==> src/rtl/usb_aes_pkg.sv <==
// Shared AES/USB types and widths for the ciphertext unpack path.
package usb_aes_pkg;
    localparam int AES_BLK_W = 128;
    localparam int AES_BYTES = 16;
    typedef logic [127:0] aes_blk_t;
    typedef logic [7:0]   usb_byte_t;
endpackage

==> src/rtl/unpack_byte_sel.sv <==
// Combinational byte picker from a 128-bit block.
// Order: MSB-first by default, LSB-first when UNPACK_LSB_FIRST_EN is defined.
module unpack_byte_sel
    import usb_aes_pkg::*;
(
    input  aes_blk_t   blk_i,
    input  logic [3:0] idx_i,
    output usb_byte_t  byte_o
);
    logic [6:0] base_s;

    // Bit offset of the selected byte's LSB
    always_comb begin
`ifdef UNPACK_LSB_FIRST_EN
        base_s = {idx_i, 3'b000};
`else
        base_s = 7'd120 - {idx_i, 3'b000};
`endif
        byte_o = blk_i[base_s +: 8];
    end
endmodule

==> src/rtl/encrypted_unpack_fifo.sv <==
// Block-write / byte-read FWFT FIFO between aes_control and the TX path.
// Byte order is selected by UNPACK_LSB_FIRST_EN (see unpack_byte_sel).
module encrypted_unpack_fifo
    import usb_aes_pkg::*;
#(
    parameter int DEPTH_BLK     = 2,
    parameter int BYTES_PER_BLK = AES_BYTES
) (
    input  logic      clk,
    input  logic      rst,
    input  logic      complete,
    input  aes_blk_t  raw_data,
    input  logic      r_enable,
    output usb_byte_t r_data,
    output logic      empty,
    output logic      full,
    output logic      blk_last,
    output logic      overflow
);
    localparam int         PTR_W    = $clog2(DEPTH_BLK);
    localparam int         CNT_W    = PTR_W + 1;
    localparam logic [3:0] LAST_IDX = 4'(BYTES_PER_BLK - 1);

    aes_blk_t          mem_q [DEPTH_BLK];
    logic [PTR_W-1:0]  wr_ptr_q, wr_ptr_d;
    logic [PTR_W-1:0]  rd_ptr_q, rd_ptr_d;
    logic [3:0]        byte_idx_q, byte_idx_d;
    logic [CNT_W-1:0]  blk_cnt_q, blk_cnt_d;
    logic              overflow_q, overflow_d;

    logic              wr_en_s, rd_en_s, last_pop_s;
    usb_byte_t         sel_byte_s;

    assign empty    = (blk_cnt_q == CNT_W'(0));
    assign full     = (blk_cnt_q == CNT_W'(DEPTH_BLK));
    assign blk_last = !empty && (byte_idx_q == LAST_IDX);
    assign overflow = overflow_q;

    unpack_byte_sel u_sel (
        .blk_i  (mem_q[rd_ptr_q]),
        .idx_i  (byte_idx_q),
        .byte_o (sel_byte_s)
    );

    // Head byte presented only while something is buffered
    always_comb begin
        if (empty) begin
            r_data = 8'h00;
        end else begin
            r_data = sel_byte_s;
        end
    end

    // Next-state for pointers, count and sticky overflow
    always_comb begin
        wr_en_s    = complete && !full;
        rd_en_s    = r_enable && !empty;
        last_pop_s = rd_en_s && (byte_idx_q == LAST_IDX);

        if (wr_en_s) begin
            wr_ptr_d = wr_ptr_q + PTR_W'(1);
        end else begin
            wr_ptr_d = wr_ptr_q;
        end

        if (last_pop_s) begin
            rd_ptr_d   = rd_ptr_q + PTR_W'(1);
            byte_idx_d = 4'd0;
        end else if (rd_en_s) begin
            rd_ptr_d   = rd_ptr_q;
            byte_idx_d = byte_idx_q + 4'd1;
        end else begin
            rd_ptr_d   = rd_ptr_q;
            byte_idx_d = byte_idx_q;
        end

        case ({wr_en_s, last_pop_s})
            2'b10:   blk_cnt_d = blk_cnt_q + CNT_W'(1);
            2'b01:   blk_cnt_d = blk_cnt_q - CNT_W'(1);
            default: blk_cnt_d = blk_cnt_q;
        endcase

        // A pop in the same cycle does not free the slot for this write
        overflow_d = overflow_q || (complete && full);
    end

    // Control state registers
    always_ff @(posedge clk or posedge rst) begin
        if (rst) begin
            wr_ptr_q   <= '0;
            rd_ptr_q   <= '0;
            byte_idx_q <= 4'd0;
            blk_cnt_q  <= '0;
            overflow_q <= 1'b0;
        end else begin
            wr_ptr_q   <= wr_ptr_d;
            rd_ptr_q   <= rd_ptr_d;
            byte_idx_q <= byte_idx_d;
            blk_cnt_q  <= blk_cnt_d;
            overflow_q <= overflow_d;
        end
    end

    // Block storage
    always_ff @(posedge clk or posedge rst) begin
        if (rst) begin
            for (int i = 0; i < DEPTH_BLK; i++) begin
                mem_q[i] <= '0;
            end
        end else if (wr_en_s) begin
            mem_q[wr_ptr_q] <= raw_data;
        end else begin
            mem_q[wr_ptr_q] <= mem_q[wr_ptr_q];
        end
    end
endmodule

==> config.mk <==
export PLATFORM = sky130hd
export DESIGN_NAME = encrypted_unpack_fifo
export DESIGN_NICKNAME = d
export VERILOG_FILES = /design/src/rtl/usb_aes_pkg.sv /design/src/rtl/unpack_byte_sel.sv /design/src/rtl/encrypted_unpack_fifo.sv
export SDC_FILE = /design/constraint.sdc
export NUM_CORES = 1
export LEC_CHECK = 0
export CORE_ASPECT_RATIO = 1.5
export CORE_MARGIN = 3
export CORE_UTILIZATION = 35
export CTS_CLUSTER_SIZE = 30
export DETAILED_ROUTE_END_ITERATION = 8
export GPL_TIMING_DRIVEN = 1
export SLEW_MARGIN = 20
export SYNTH_ARGS = -nofsm -noshare
export SYNTH_HDL_FRONTEND = slang
export SYNTH_SLANG_ARGS = --single-unit
==> constraint.sdc <==
create_clock -name clk -period 32.4 [get_ports clk]
set_input_delay 9.72 -clock clk [delete_from_list [all_inputs] [get_ports clk]]
set_output_delay 9.72 -clock clk [all_outputs]
set_load 0.1 [all_outputs]
# Word-level counts from Yosys, hierarchy flattened

Cells that the tools add are included.

Register bits: 265
Logic and storage cells: 50

Shift-type cells: 1
Add/sub/neg operators: 6
Bitwise gates (word level): 2
Order comparisons: 3
Reductions and logical operators: 12
Mux-type cells: 15
Eq/ne operators: 4

Operators with widths:

| cell                                                                          | count |
|---|---|
| 128-bit two-way mux                                                           | 7 |
| 256-bit bitwise mux                                                           | 2 |
| 256-bit two-way mux                                                           | 1 |
| 128-bit demux with 1-bit select                                               | 1 |
| 128-bit by 8-bit indexed part select with 8-bit output                        | 1 |
| 4-bit two-way mux                                                             | 2 |
| 8-bit two-way mux                                                             | 1 |
| 7-bit subtractor (first input constant)                                       | 1 |
| 1-bit logical AND                                                             | 6 |
| 4-bit by 1-bit adder with 4-bit output (second input constant)                | 1 |
| 2-bit equality test (second input constant)                                   | 2 |
| 4-bit equality test (second input constant)                                   | 1 |
| 2-bit >= comparator (second input constant)                                   | 2 |
| 1-bit inverter with 2-bit output                                              | 2 |
| 2-bit one-hot mux with 2 select lines                                         | 1 |
| 2-bit nonzero test                                                            | 2 |
| 1-bit adder (second input constant)                                           | 2 |
| 2-bit by 1-bit adder with 2-bit output (second input constant)                | 1 |
| 2-bit by 1-bit equality test with 1-bit output (second input constant)        | 1 |
| 1-bit logical NOT                                                             | 2 |
| 2-bit logical NOT                                                             | 1 |
| 2-bit by 1-bit less-than comparator with 1-bit output (second input constant) | 1 |
| 2-bit by 1-bit subtractor with 2-bit output (second input constant)           | 1 |
| 1-bit logical OR                                                              | 1 |

# Longest topological paths before layout

Gate-level depths: netlist of the first run.

Depth in word-level cells: 7
Gate-level depth with buffers: 8
Mapped depth without buffers: 7

# Modules after synthesis

From an unflattened synthesis of the first run, not the netlist that was laid out.

Cell total of the unflattened synthesis: 802
Area total of the unflattened synthesis: 12577.1 sq um

Modules (own cells, without submodules):

| module                | area an instance (sq um) | instances | seq. area each (sq um) | cells an instance |
|---|---|---|---|---|
| encrypted_unpack_fifo | 11543.6                  | 1         | 6631.4                 | 732 |
| unpack_byte_sel       | 1033.5                   | 1         | 0.0                    | 70 |

# Least setup slack after synthesis of the first run

OpenSTA, ideal clock, no wires.

Kind: register to output
Start: register byte_idx_q[0]
End: output r_data[0]
Buffers on the path: 2
Arrival: 3.602 ns
Required time: 22.680 ns
Stages on the path, launching flop included: 7
Slack: 19.078 ns
Cells stage by stage: dfrtp_1 buf_6 buf_2 nand3b_1 o221ai_1 a21oi_1 a221oi_1

Cells in the longest elaborated chain, start to end: 3

RTL lines:

| what                                                   | RTL line                    | RTL |
|---|---|---|
| start: declaration                                     | encrypted_unpack_fifo.sv:27 | `logic [3:0] byte_idx_q, byte_idx_d;` |
| start signal: assignment                               | encrypted_unpack_fifo.sv:98 | `byte_idx_q <= byte_idx_d;` |
| 7-bit subtractor                                       | unpack_byte_sel.sv:17       | `base_s = 7'd120 - {idx_i, 3'b000};` |
| 128-bit by 8-bit indexed part select with 8-bit output | unpack_byte_sel.sv:19       | `byte_o = blk_i[base_s +: 8];` |
| 8-bit two-way mux                                      | encrypted_unpack_fifo.sv:47 | `if (empty) begin` |
| end: declaration                                       | encrypted_unpack_fifo.sv:14 | `output usb_byte_t r_data,` |

No other way between the ends.

# Worst setup path after layout of the first run

Start: register rd_ptr_q
End: output r_data[2]

Cells in the longest elaborated chain, start to end: 6

RTL lines:

| what                                                   | RTL line                    | RTL |
|---|---|---|
| start: declaration                                     | encrypted_unpack_fifo.sv:26 | `logic [PTR_W-1:0] rd_ptr_q, rd_ptr_d;` |
| start signal: assignment                               | encrypted_unpack_fifo.sv:97 | `rd_ptr_q <= rd_ptr_d;` |
| 1-bit inverter with 2-bit output (not written as such) | encrypted_unpack_fifo.sv:40 | `.blk_i (mem_q[rd_ptr_q]),` |
| 128-bit two-way mux (not written as such) (3 in a row) | encrypted_unpack_fifo.sv:40 |  |
| 128-bit by 8-bit indexed part select with 8-bit output | unpack_byte_sel.sv:19       |  |
| 8-bit two-way mux                                      | encrypted_unpack_fifo.sv:47 |  |

No other way between the ends. The select of a mux whose other input is x is not followed.

==> impl_metrics.csv, run 1 <==
group,metric,value,unit
floorplan,placeableCoreArea,0.0345,mm^2
sta,final.setup_skew,0.0157,ns
min_path,hp-class,"reg2reg",
synthesis,synth_top_family_by_area,"multiplexers",
placed_design,port_buffers,143,
global_route,grt_pass1_vias,7790,
critical_path,endpoint_kind,"output port",
synthesis,synth_ff_type,"dfrtp_1",
floorplan,die-area,0.0376,mm^2
synthesis,synth-adder-area-share,0.00203,
synthesis,synth_cell_types,41,
critical_path,worst-path-buf-inv,2,
synthesis,synth_mux_area_frac,0.363,
sta,rsz0062_at_grt,"false",
synthesis,synth-seq-cells,265,
critical_path,crit_path_max_incr_delay,1.22,ns
placed_design,gp_congestion,0.740,
synthesis,yosys.area_share.simple,0.0226,
sta,max_freq,0.0695,GHz
clock_tree,tritoncts,"yes",
critical_path,cp_slowest_cell,"clkdlybuf4s50_1",
detailed_routing,vias_per_cell,5.05,
floorplan,io_pins,144,
synthesis,yosys_warnings,0,
synthesis,synth.cell_area,0.0123,mm^2
critical_path,critPathLaunchType,"register",
detailed_routing,num_vias,7094,
detailed_routing,drt-total-wl,29.7,mm
critical_path,crit_required,22.68,ns
clock_tree,clk_path_buf_depth,3,
power,ir_worst_vdd,0.0857,mV
clock_tree,htreeDepth,1,
synthesis,synth_compound_area_frac,0.0286,
global_route,grt_max_degree,134,
global_route,antenna_found_initial,0,
clock_tree,hold_buffers,0,
global_route,overflow,0,
critical_path,crit_family,"buffers and inverters",
min_path,min_from,"overflow$_DFF_PP0_",
critical_path,crit_fanout,47,
run_status,status,"completed",
detailed_routing,drt-met1-wl,12.1,mm
sta,tightest_slew,1.04,ns
sta,fin_crit_sh,0.444,
final_layout,diodes,0,
placed_design,pre_cts_ws,18.49,ns
detailed_routing,drt_first_pass_iters,4,
synthesis,avgSynthCellArea,15.6,um^2
floorplan,die_y,236,um
synthesis,synth.net_count,927,
clock_tree,cts_resized,0,
critical_path,reg2reg_from,"blk_cnt_q[0]$_DFFE_PP0P_",
critical_path,arrival,4.66,ns
sta,final-max-slew-violation-count,0,
sta,final-setup-viol-count,0,
floorplan,rows,83,
clock_tree,cts_root_buffer,"clkbuf_16",
sta,hold_viol_final,0,
clock_tree,clk_latency,0.54,ns
synthesis,synth_cells,793,
critical_path,critPathLaunch,"rd_ptr_q$_DFFE_PP0N_",
clock_tree,clk_pin_slew,0.07,ns
sta,layout_setup_ws,18.02,ns
synthesis,yosysSeqAreaShare,0.537,
detailed_routing,wl_per_cell,21.1,um
final_layout,drive_gt1_frac,0.367,
detailed_routing,top_layer,"met4",
critical_path,path_cells,"buf_4 -> mux4_1 -> mux2i_1 -> or2_1 -> a221oi_1 -> clkdlybuf4s50_1",
final_layout,area_delta_synth_final,20.4,%
final_layout,n_fill_cell,3210,
critical_path,critPathKind,"reg2out",
clock_tree,cts_buffers,27,
synthesis,synth-edff-count,0,
detailed_routing,route.met3.wl,1.11,mm
placed_design,dp_hpwl,20.2,mm
global_route,grt_pass1_wl,46.5,mm
detailed_routing,route.met2.wl,15.8,mm
clock_tree,cts_setup_buffers,0,
final_layout,final_nets,1053,
detailed_routing,drc,0,
power,leakage,5.94,nW
run,maxCapViolCount,0,
clock_tree,cts_sinks,265,
floorplan,start_util,0.358,
sta,fin_crit,14.38,ns
synthesis,synth-xor-area-share,0.00426,
power,power_density,108,mW/mm^2
sta,slew_headroom,0.305,
detailed_routing,drtIter0Drc,307,
global_route,grt_usage,0.158,
floorplan,chipWidth,159,um
sta,setup_tns,0,ns
synthesis,async_flop_share,1.00,
detailed_routing,ant_nets,0,
power,p_total,0.00161,W
metal layers:
metal  up-vias  global-route usage
li1       3212                   -
met1      3729               0.195
met2       127               0.287
met3        26              0.0232
met4         0              0.0438
met5         -                   0
sequential cells by signal, summed over array words and instances (netlist names):
| signal | count |
|---|---|
| byte_idx_q | 4 |
| wr_ptr_q | 1 |
| rd_ptr_q | 1 |
| blk_cnt_q | 2 |
| mem_q | 256 |
| overflow | 1 |
through the flow:
stage / util / area (um^2) / cells / hold slack [ns]
floorplan: - / 12300 / 793 / 0.468
global placement: 0.404 / 13900 / 1357 / 0.480
detailed placement: 0.404 / 13900 / 1357 / 0.469
CTS: 0.431 / 14900 / 1405 / 0.494
global route: 0.431 / 14900 / 1405 / 0.505
finish: 0.431 / 14900 / 1405 / 0.493
worst reg2reg max path, delay by kind of cell (launching register included):
family                 cells  cell delay, ns
AND/OR/NAND/NOR            3            1.19
buffers and inverters      1            0.78
multiplexers               1            0.48
flip-flops                 1            0.47
report_power, final:
part,internal [W],switching (W)
clock network,0.000193,0.000129
logic,0.000339,0.000348
registers,0.000502,0.0000986
total,0.00103,0.000576
layout make-up:
cell class,count,area (um^2),area share
Clock buffer,33,738,0.0497
Clock inverter,15,175,0.0118
Inverter,2,15.0,0.00101
Multi-Input combinational cell,471,5210,0.350
Sequential cell,265,6640,0.447
Tap cell,467,584,0.0393
Timing Repair Buffer,152,1500,0.101
Yosys cell counts, drive strengths merged (4+ instances only):
cell	count	share of area
nand3	4	0.0016
mux2i	64	0.052
a221oi	8	0.0062
nand2	24	0.0073
o221ai	7	0.0050
a22oi	8	0.0049
buf	48	0.035
nor2	7	0.0023
a21oi	7	0.0028
dfrtp	265	0.54
clkbuf	4	0.0037
or2	16	0.0081
mux4	40	0.077
xnor2	4	0.0028
mux2	256	0.23
a41oi	8	0.0057
o21ai	4	0.0016
logic make-up after synthesis:
kind of cell / count (synthesis)
XOR/XNOR: 6
AND/OR/NAND/NOR: 57
buffers and inverters: 57
flip-flops: 265
AO/OA/AOI/OAI: 46
adder cells (fa/ha/maj): 2
multiplexers: 360
final timing paths:
path / end / slack (ns) / depth (start not counted)
worst max-delay path: r_data[2] / 18.02 / 6
worst min-delay path: overflow$_DFF_PP0_ / 0.49 / 1
worst max register to register: mem_q[202]$_DFFE_PP0N_ / 29.36 / 5
worst min register to register: overflow$_DFF_PP0_ / 0.49 / 1
max in group asynchronous: mem_q[24]$_DFFE_PP0P_ / 20.62 / 4
min in group asynchronous: mem_q[89]$_DFFE_PP0P_ / 9.78 / 2
placed cells by master (no fill, tap or decap), types with 2 or more instances in the layout:
| master | count |
|---|---|
| mux2i_1 | 64 |
| clkbuf_1 | 2 |
| buf_4 | 8 |
| dfrtp_1 | 263 |
| o221ai_1 | 7 |
| mux2_2 | 256 |
| a21oi_1 | 7 |
| nor2b_1 | 2 |
| mux4_2 | 26 |
| or2_0 | 6 |
| nor2_1 | 5 |
| clkinv_2 | 11 |
| mux4_1 | 14 |
| o21ai_0 | 4 |
| xor2_1 | 2 |
| or2_1 | 10 |
| clkbuf_8 | 4 |
| a22oi_1 | 8 |
| bufinv_16 | 4 |
| a41oi_1 | 8 |
| ha_1 | 2 |
| clkbuf_16 | 27 |
| xnor2_1 | 4 |
| nand3_1 | 3 |
| nand2_1 | 24 |
| a221oi_1 | 7 |
| clkdlybuf4s50_1 | 143 |
No activity file was read; power rests on OpenSTA's default activity.
==> inputs of run 2 (changes only) <==
==> constraint.sdc (replaced) <==
create_clock -name clk -period 13.6 [get_ports clk]
set_input_delay 4.08 -clock clk [delete_from_list [all_inputs] [get_ports clk]]
set_output_delay 4.08 -clock clk [all_outputs]
set_load 0.1 [all_outputs]
==> run 2 against run 1 <==
  * Combinational power increased by 140%
  * Critical endpoint unchanged
  * Count of clock-buffer cells in the layout increased by 6
  * Final area increased by 0.57%
  * Global-route usage about the same
  * Critical path type unchanged
  * Utilization increased by 0.25 points
  * Highest routed layer unchanged
  * Clock power increased to 2.5 times the previous value
==> impl_metrics.csv, run 2 (same netlist as run 1, synthesis figures left out) <==
group,metric,value,unit
sta,slew_headroom,0.300,
power,p_comb_frac,0.421,
critical_path,arrival,4.63,ns
global_route,grt_usage,0.158,
global_route,grt_pass1_vias,7800,
sta,rsz0062_at_grt,"false",
critical_path,reg2regPathDepth,4,
critical_path,critPathKind,"reg2out",
clock_tree,cts_root_buffer,"clkbuf_16",
min_path,hp-class,"reg2reg",
final_layout,largest_register_ffs,256,
global_route,overflow,0,
final_layout,final_nets,1053,
placed_design,gp_congestion,0.723,
sta,hold_viol_final,0,
detailed_routing,ant_nets,0,
power,power.internal,0.00252,W
critical_path,crit_required,9.52,ns
final_layout,final_area,0.0149,mm^2
floorplan,placeableCoreArea,0.0345,mm^2
clock_tree,hold_buffers,0,
detailed_routing,drc,0,
clock_tree,cts_setup_buffers,0,
clock_tree,clk_path_buf_depth,3,
final_layout,regMostFlops,"mem_q",
power,p_seq_frac,0.368,
floorplan,rows,83,
power,swShare,0.352,
detailed_routing,vias_per_cell,5.03,
sta,setup_tns,0,ns
floorplan,chipWidth,159,um
sta,fin_crit,8.71,ns
placed_design,placed_cell_area,0.0139,mm^2
critical_path,critPathLaunchType,"register",
critical_path,reg2reg_from,"blk_cnt_q[0]$_DFFE_PP0P_",
placed_design,dp_hpwl,20.3,mm
detailed_routing,wl_per_cell,21.2,um
placed_design,pre_cts_ws,5.33,ns
placed_design,port_buffers,143,
clock_tree,clk_latency,0.53,ns
clock_tree,cts_resized,0,
detailed_routing,drt_first_pass_iters,4,
detailed_routing,drt-total-wl,29.7,mm
sta,final.setup_skew,0.0139,ns
clock_tree,clk_pin_slew,0.06,ns
critical_path,crit_fanout,51,
final_layout,area_delta_synth_final,21.1,%
final_layout,diodes,0,
sta,final-max-slew-violation-count,0,
critical_path,crit_end,"r_data[2]",
final_layout,drive_gt1_frac,0.367,
floorplan,die-area,0.0376,mm^2
final_layout,n_fill_cell,3184,
sta,tightest_slew,1.05,ns
critical_path,r2r_end,"mem_q[68]$_DFFE_PP0P_",
final_layout,stdcell_count,1406,
power,leakage,5.97,nW
clock_tree,htreeDepth,1,
power,power_density,260,mW/mm^2
run_status,status,"completed",
sta,layout_setup_ws,4.89,ns
sta,whs,0.497,ns
floorplan,start_util,0.358,
floorplan,die_y,236,um
global_route,antenna_found_initial,0,
final_layout,final_common_cell,"dfrtp_1",
final_layout,top_regs,"mem_q: 256 flops, byte_idx_q: 4 flops, blk_cnt_q: 2 flops",
run,maxCapViolCount,0,
detailed_routing,num_vias,7067,
critical_path,reg2reg_slack,10.65,ns
sta,final-setup-viol-count,0,
power,power_switching,0.00137,W
clock_tree,cts_buffers,27,
floorplan,io_pins,144,
global_route,grt_max_degree,124,
placed_design,place_inst,1357,
final_layout,final_cell_mix,"263 x dfrtp_1, 256 x mux2_2, 143 x clkdlybuf4s50_1",
clock_tree,cts_sinks,265,
critical_path,endpoint_kind,"output port",
critical_path,critPathLaunch,"rd_ptr_q$_DFFE_PP0N_",
sta,fin_crit_sh,0.640,
power,ir_worst_vdd,0.252,mV
global_route,grt_pass1_wl,46.3,mm
detailed_routing,drtIter0Drc,302,
power,pwr-share-clk,0.211,
sta,max_freq,0.115,GHz
clock_tree,tritoncts,"yes",
[run 2: worst min-delay path by stage]
stage | from | to | slack (ns) | cells past startpoint
after floorplan | wr_ptr_q$_DFFE_PP0P_ | wr_ptr_q$_DFFE_PP0P_ | 0.47 | 1
after global placement | mem_q[29]$_DFFE_PP0P_ | mem_q[29]$_DFFE_PP0P_ | 0.48 | 1
after detailed placement | overflow$_DFF_PP0_ | overflow$_DFF_PP0_ | 0.48 | 1
after CTS | mem_q[106]$_DFFE_PP0P_ | mem_q[106]$_DFFE_PP0P_ | 0.50 | 1
after global routing | mem_q[247]$_DFFE_PP0N_ | mem_q[247]$_DFFE_PP0N_ | 0.51 | 1
final | mem_q[106]$_DFFE_PP0P_ | mem_q[106]$_DFFE_PP0P_ | 0.50 | 1
[run 2: metal layers]
layer / vias to the layer above / wire (um) / track usage
met4: 0 / 422 / 0.0372
met2: 108 / 16200 / 0.298
met5: - / 0 / 0
met3: 26 / 1020 / 0.0230
li1: 3201 / - / -
met1: 3732 / 12100 / 0.188
[run 2: power groups by stage]
stage | clock (W) | sequential (W) | combinational [W]
after floorplan | 0 | 0.00134 | 0.00138
final | 0.000819 | 0.00143 | 0.00163
after CTS | 0.000844 | 0.00144 | 0.00167
after detailed placement | 0 | 0.00145 | 0.00167
after global placement | 0 | 0.00144 | 0.00164
after global routing | 0.000874 | 0.00149 | 0.00176
[run 2: layout make-up]
cell class | count | area, um^2 | area share
inverter | 2 | 15.0 | 0.00100
clock buffer | 39 | 821 | 0.0549
tap | 467 | 584 | 0.0391
sequential | 265 | 6640 | 0.444
timing repair buffer | 152 | 1500 | 0.101
multi-input combinational | 471 | 5210 | 0.348
clock inverter | 10 | 178 | 0.0119
[run 2: through the flow]
step | power [W] | util
floorplan | 0.00272 | -
global placement | 0.00308 | 0.404
detailed placement | 0.00312 | 0.404
CTS | 0.00395 | 0.433
global route | 0.00412 | 0.433
finish | 0.00388 | 0.433
[run 2: worst max-delay path, stage by stage (launching register included)]
cell and delay (ns):
dfrtp_4 0.90, buf_4 0.83, mux4_1 0.39, mux2i_1 0.11
or2_1 0.24, a221oi_1 0.37, clkdlybuf4s50_1 1.21
==> inputs of run 3 (changes only) <==
==> constraint.sdc (replaced) <==
create_clock -name clk -period 8.7 [get_ports clk]
set_input_delay 2.61 -clock clk [delete_from_list [all_inputs] [get_ports clk]]
set_output_delay 2.61 -clock clk [all_outputs]
set_load 0.1 [all_outputs]
==> run 3 against run 2 <==
  * First-iteration DRC count grew 6.3%
  * Wire length grew 1.3%
  * Critical path type unchanged
  * Non-clock buffer count grew 1
==> impl_metrics.csv, run 3 (same netlist as run 1, synthesis figures left out) <==
group,metric,value,unit
detailed_routing,drc,0,
detailed_routing,ant_nets,0,
critical_path,reg2regPathDepth,4,
clock_tree,hold_buffers,0,
sta,final.setup_skew,0.0108,ns
min_path,worstHoldPathCells,1,
clock_tree,tritoncts,"yes",
min_path,min_from,"overflow$_DFF_PP0_",
placed_design,dp_hpwl,20.8,mm
sta,slew_headroom,0.270,
power,ir_worst_vdd,0.208,mV
critical_path,crit_family,"buffers and inverters",
final_layout,drive_gt1_frac,0.366,
final_layout,largest_register_ffs,256,
power,power_density,402,mW/mm^2
run_status,status,"completed",
detailed_routing,route.met3.wl,1.19,mm
floorplan,io_pins,144,
detailed_routing,drt_first_pass_iters,6,
critical_path,reg2reg_from,"blk_cnt_q[0]$_DFFE_PP0P_",
clock_tree,clk_pin_slew,0.06,ns
global_route,grt_max_degree,180,
clock_tree,clk_latency,0.54,ns
detailed_routing,wl_per_cell,21.4,um
critical_path,crit_required,6.09,ns
placed_design,port_buffers,143,
floorplan,die-area,0.0376,mm^2
clock_tree,cts_buffers,27,
sta,fin_crit_sh,0.811,
detailed_routing,drtIter0Drc,321,
clock_tree,cts_resized,0,
sta,final-setup-viol-count,0,
sta,rsz0062_at_grt,"false",
floorplan,die_y,236,um
clock_tree,clk_path_buf_depth,3,
placed_design,gp_congestion,0.755,
global_route,grt_pass1_wl,47.3,mm
sta,fin_crit,7.05,ns
clock_tree,cts_sinks,265,
detailed_routing,vias_per_cell,5.04,
min_path,hp-class,"reg2reg",
critical_path,r2r_end,"mem_q[38]$_DFFE_PP0P_",
global_route,overflow,0,
critical_path,endpoint_kind,"output port",
run,maxCapViolCount,0,
final_layout,area_delta_synth_final,20.5,%
final_layout,top_regs,"mem_q: 256 flops, byte_idx_q: 4 flops, blk_cnt_q: 2 flops",
sta,tightest_slew,1.09,ns
sta,max_freq,0.142,GHz
detailed_routing,drt-total-wl,30.1,mm
final_layout,diodes,0,
final_layout,final_common_cell,"dfrtp_1",
critical_path,crit_fanout,50,
detailed_routing,drt-met1-wl,12.2,mm
final_layout,final_cell_mix,"262 x dfrtp_1, 256 x mux2_2, 143 x clkdlybuf4s50_1",
critical_path,worst-path-buf-inv,2,
final_layout,regMostFlops,"mem_q",
sta,hold_viol_final,0,
global_route,grt_pass1_vias,7893,
min_path,hold_path_end,"overflow$_DFF_PP0_",
critical_path,reg2reg_slack,6.18,ns
critical_path,critPathKind,"reg2out",
floorplan,start_util,0.358,
detailed_routing,top_layer,"met5",
floorplan,chipWidth,159,um
power,leakage,5.93,nW
critical_path,arrival,4.44,ns
critical_path,critPathLaunchType,"register",
critical_path,crit_path_max_incr_delay,1.22,ns
sta,setup_tns,0,ns
clock_tree,cts_root_buffer,"clkbuf_16",
clock_tree,htreeDepth,1,
floorplan,placeableCoreArea,0.0345,mm^2
detailed_routing,route.met2.wl,16.0,mm
critical_path,path_cells,"buf_4 -> mux2i_1 -> a22oi_1 -> a41oi_1 -> a221oi_2 -> clkdlybuf4s50_1",
sta,final-max-slew-violation-count,0,
detailed_routing,num_vias,7082,
power,p_total,0.00598,W
floorplan,rows,83,
critical_path,cp_slowest_cell,"clkdlybuf4s50_1",
global_route,grt_usage,0.161,
clock_tree,cts_setup_buffers,0,
global_route,antenna_found_initial,1,
final_layout,final_nets,1054,
[run 3: cell types whose count changed in the layout (fill, tap and decap cells not counted), sizes merged]
cell    before  now
buf          9   10
bufinv       5    2
clkbuf      39   38
clkinv       4    7
[run 3: routing by layer]
layer | vias up | track usage
met3 | 38 | 0.0281
met2 | 131 | 0.290
met5 | - | 0
met1 | 3712 | 0.195
li1 | 3199 | -
met4 | 2 | 0.0502
[run 3: metrics by stage]
step                      cells  instance area, um^2  hold slack [ns]  utilization  setup slack [ns]
after floorplan             793                12300            0.468            -              2.49
after global placement     1357                13900            0.445        0.405              2.13
after detailed placement   1357                14000            0.448        0.405              2.18
after CTS                  1405                14800            0.466        0.430              1.57
after global routing       1406                14900            0.483        0.431              1.43
final                      1406                14900            0.460        0.431              1.65
[run 3: area by class of cell]
class / instances / area, um^2
Fill cell: 3200 / 19600
Sequential cell: 265 / 6640
Multi-Input combinational cell: 471 / 5210
Timing Repair Buffer: 153 / 1540
Clock buffer: 38 / 787
Tap cell: 467 / 584
Clock inverter: 10 / 104
Inverter: 2 / 11.3
[run 3: worst reg2reg max path, delay by kind of cell, from the launching register on]
family | cells | cell delay (ns)
AND/OR/NAND/NOR | 2 | 0.74
flip-flops | 1 | 0.45
buffers and inverters | 1 | 0.76
multiplexers | 1 | 0.45
[run 3: worst max path at each step]
stage	endpoint	slack, ns	from	cells after the start
5_1_grt	r_data[2]	1.43	rd_ptr_q$_DFFE_PP0N_	6
3_3_place_gp	r_data[3]	2.13	byte_idx_q[2]$_DFFE_PP0P_	5
3_5_place_dp	r_data[6]	2.18	rd_ptr_q$_DFFE_PP0N_	6
6_report	r_data[6]	1.65	rd_ptr_q$_DFFE_PP0N_	6
2_1_floorplan	r_data[0]	2.49	byte_idx_q[0]$_DFFE_PP0P_	6
4_1_cts	r_data[6]	1.57	rd_ptr_q$_DFFE_PP0N_	6
[run 3: report_power, final]
group	leakage [nW]	switching [W]	total, W	internal [W]
sequential	3.11	0.000443	0.00231	0.00187
combinational	2.37	0.00125	0.00251	0.00126
clock	0.448	0.000481	0.00117	0.000686
total	5.93	0.00217	0.00598	0.00381
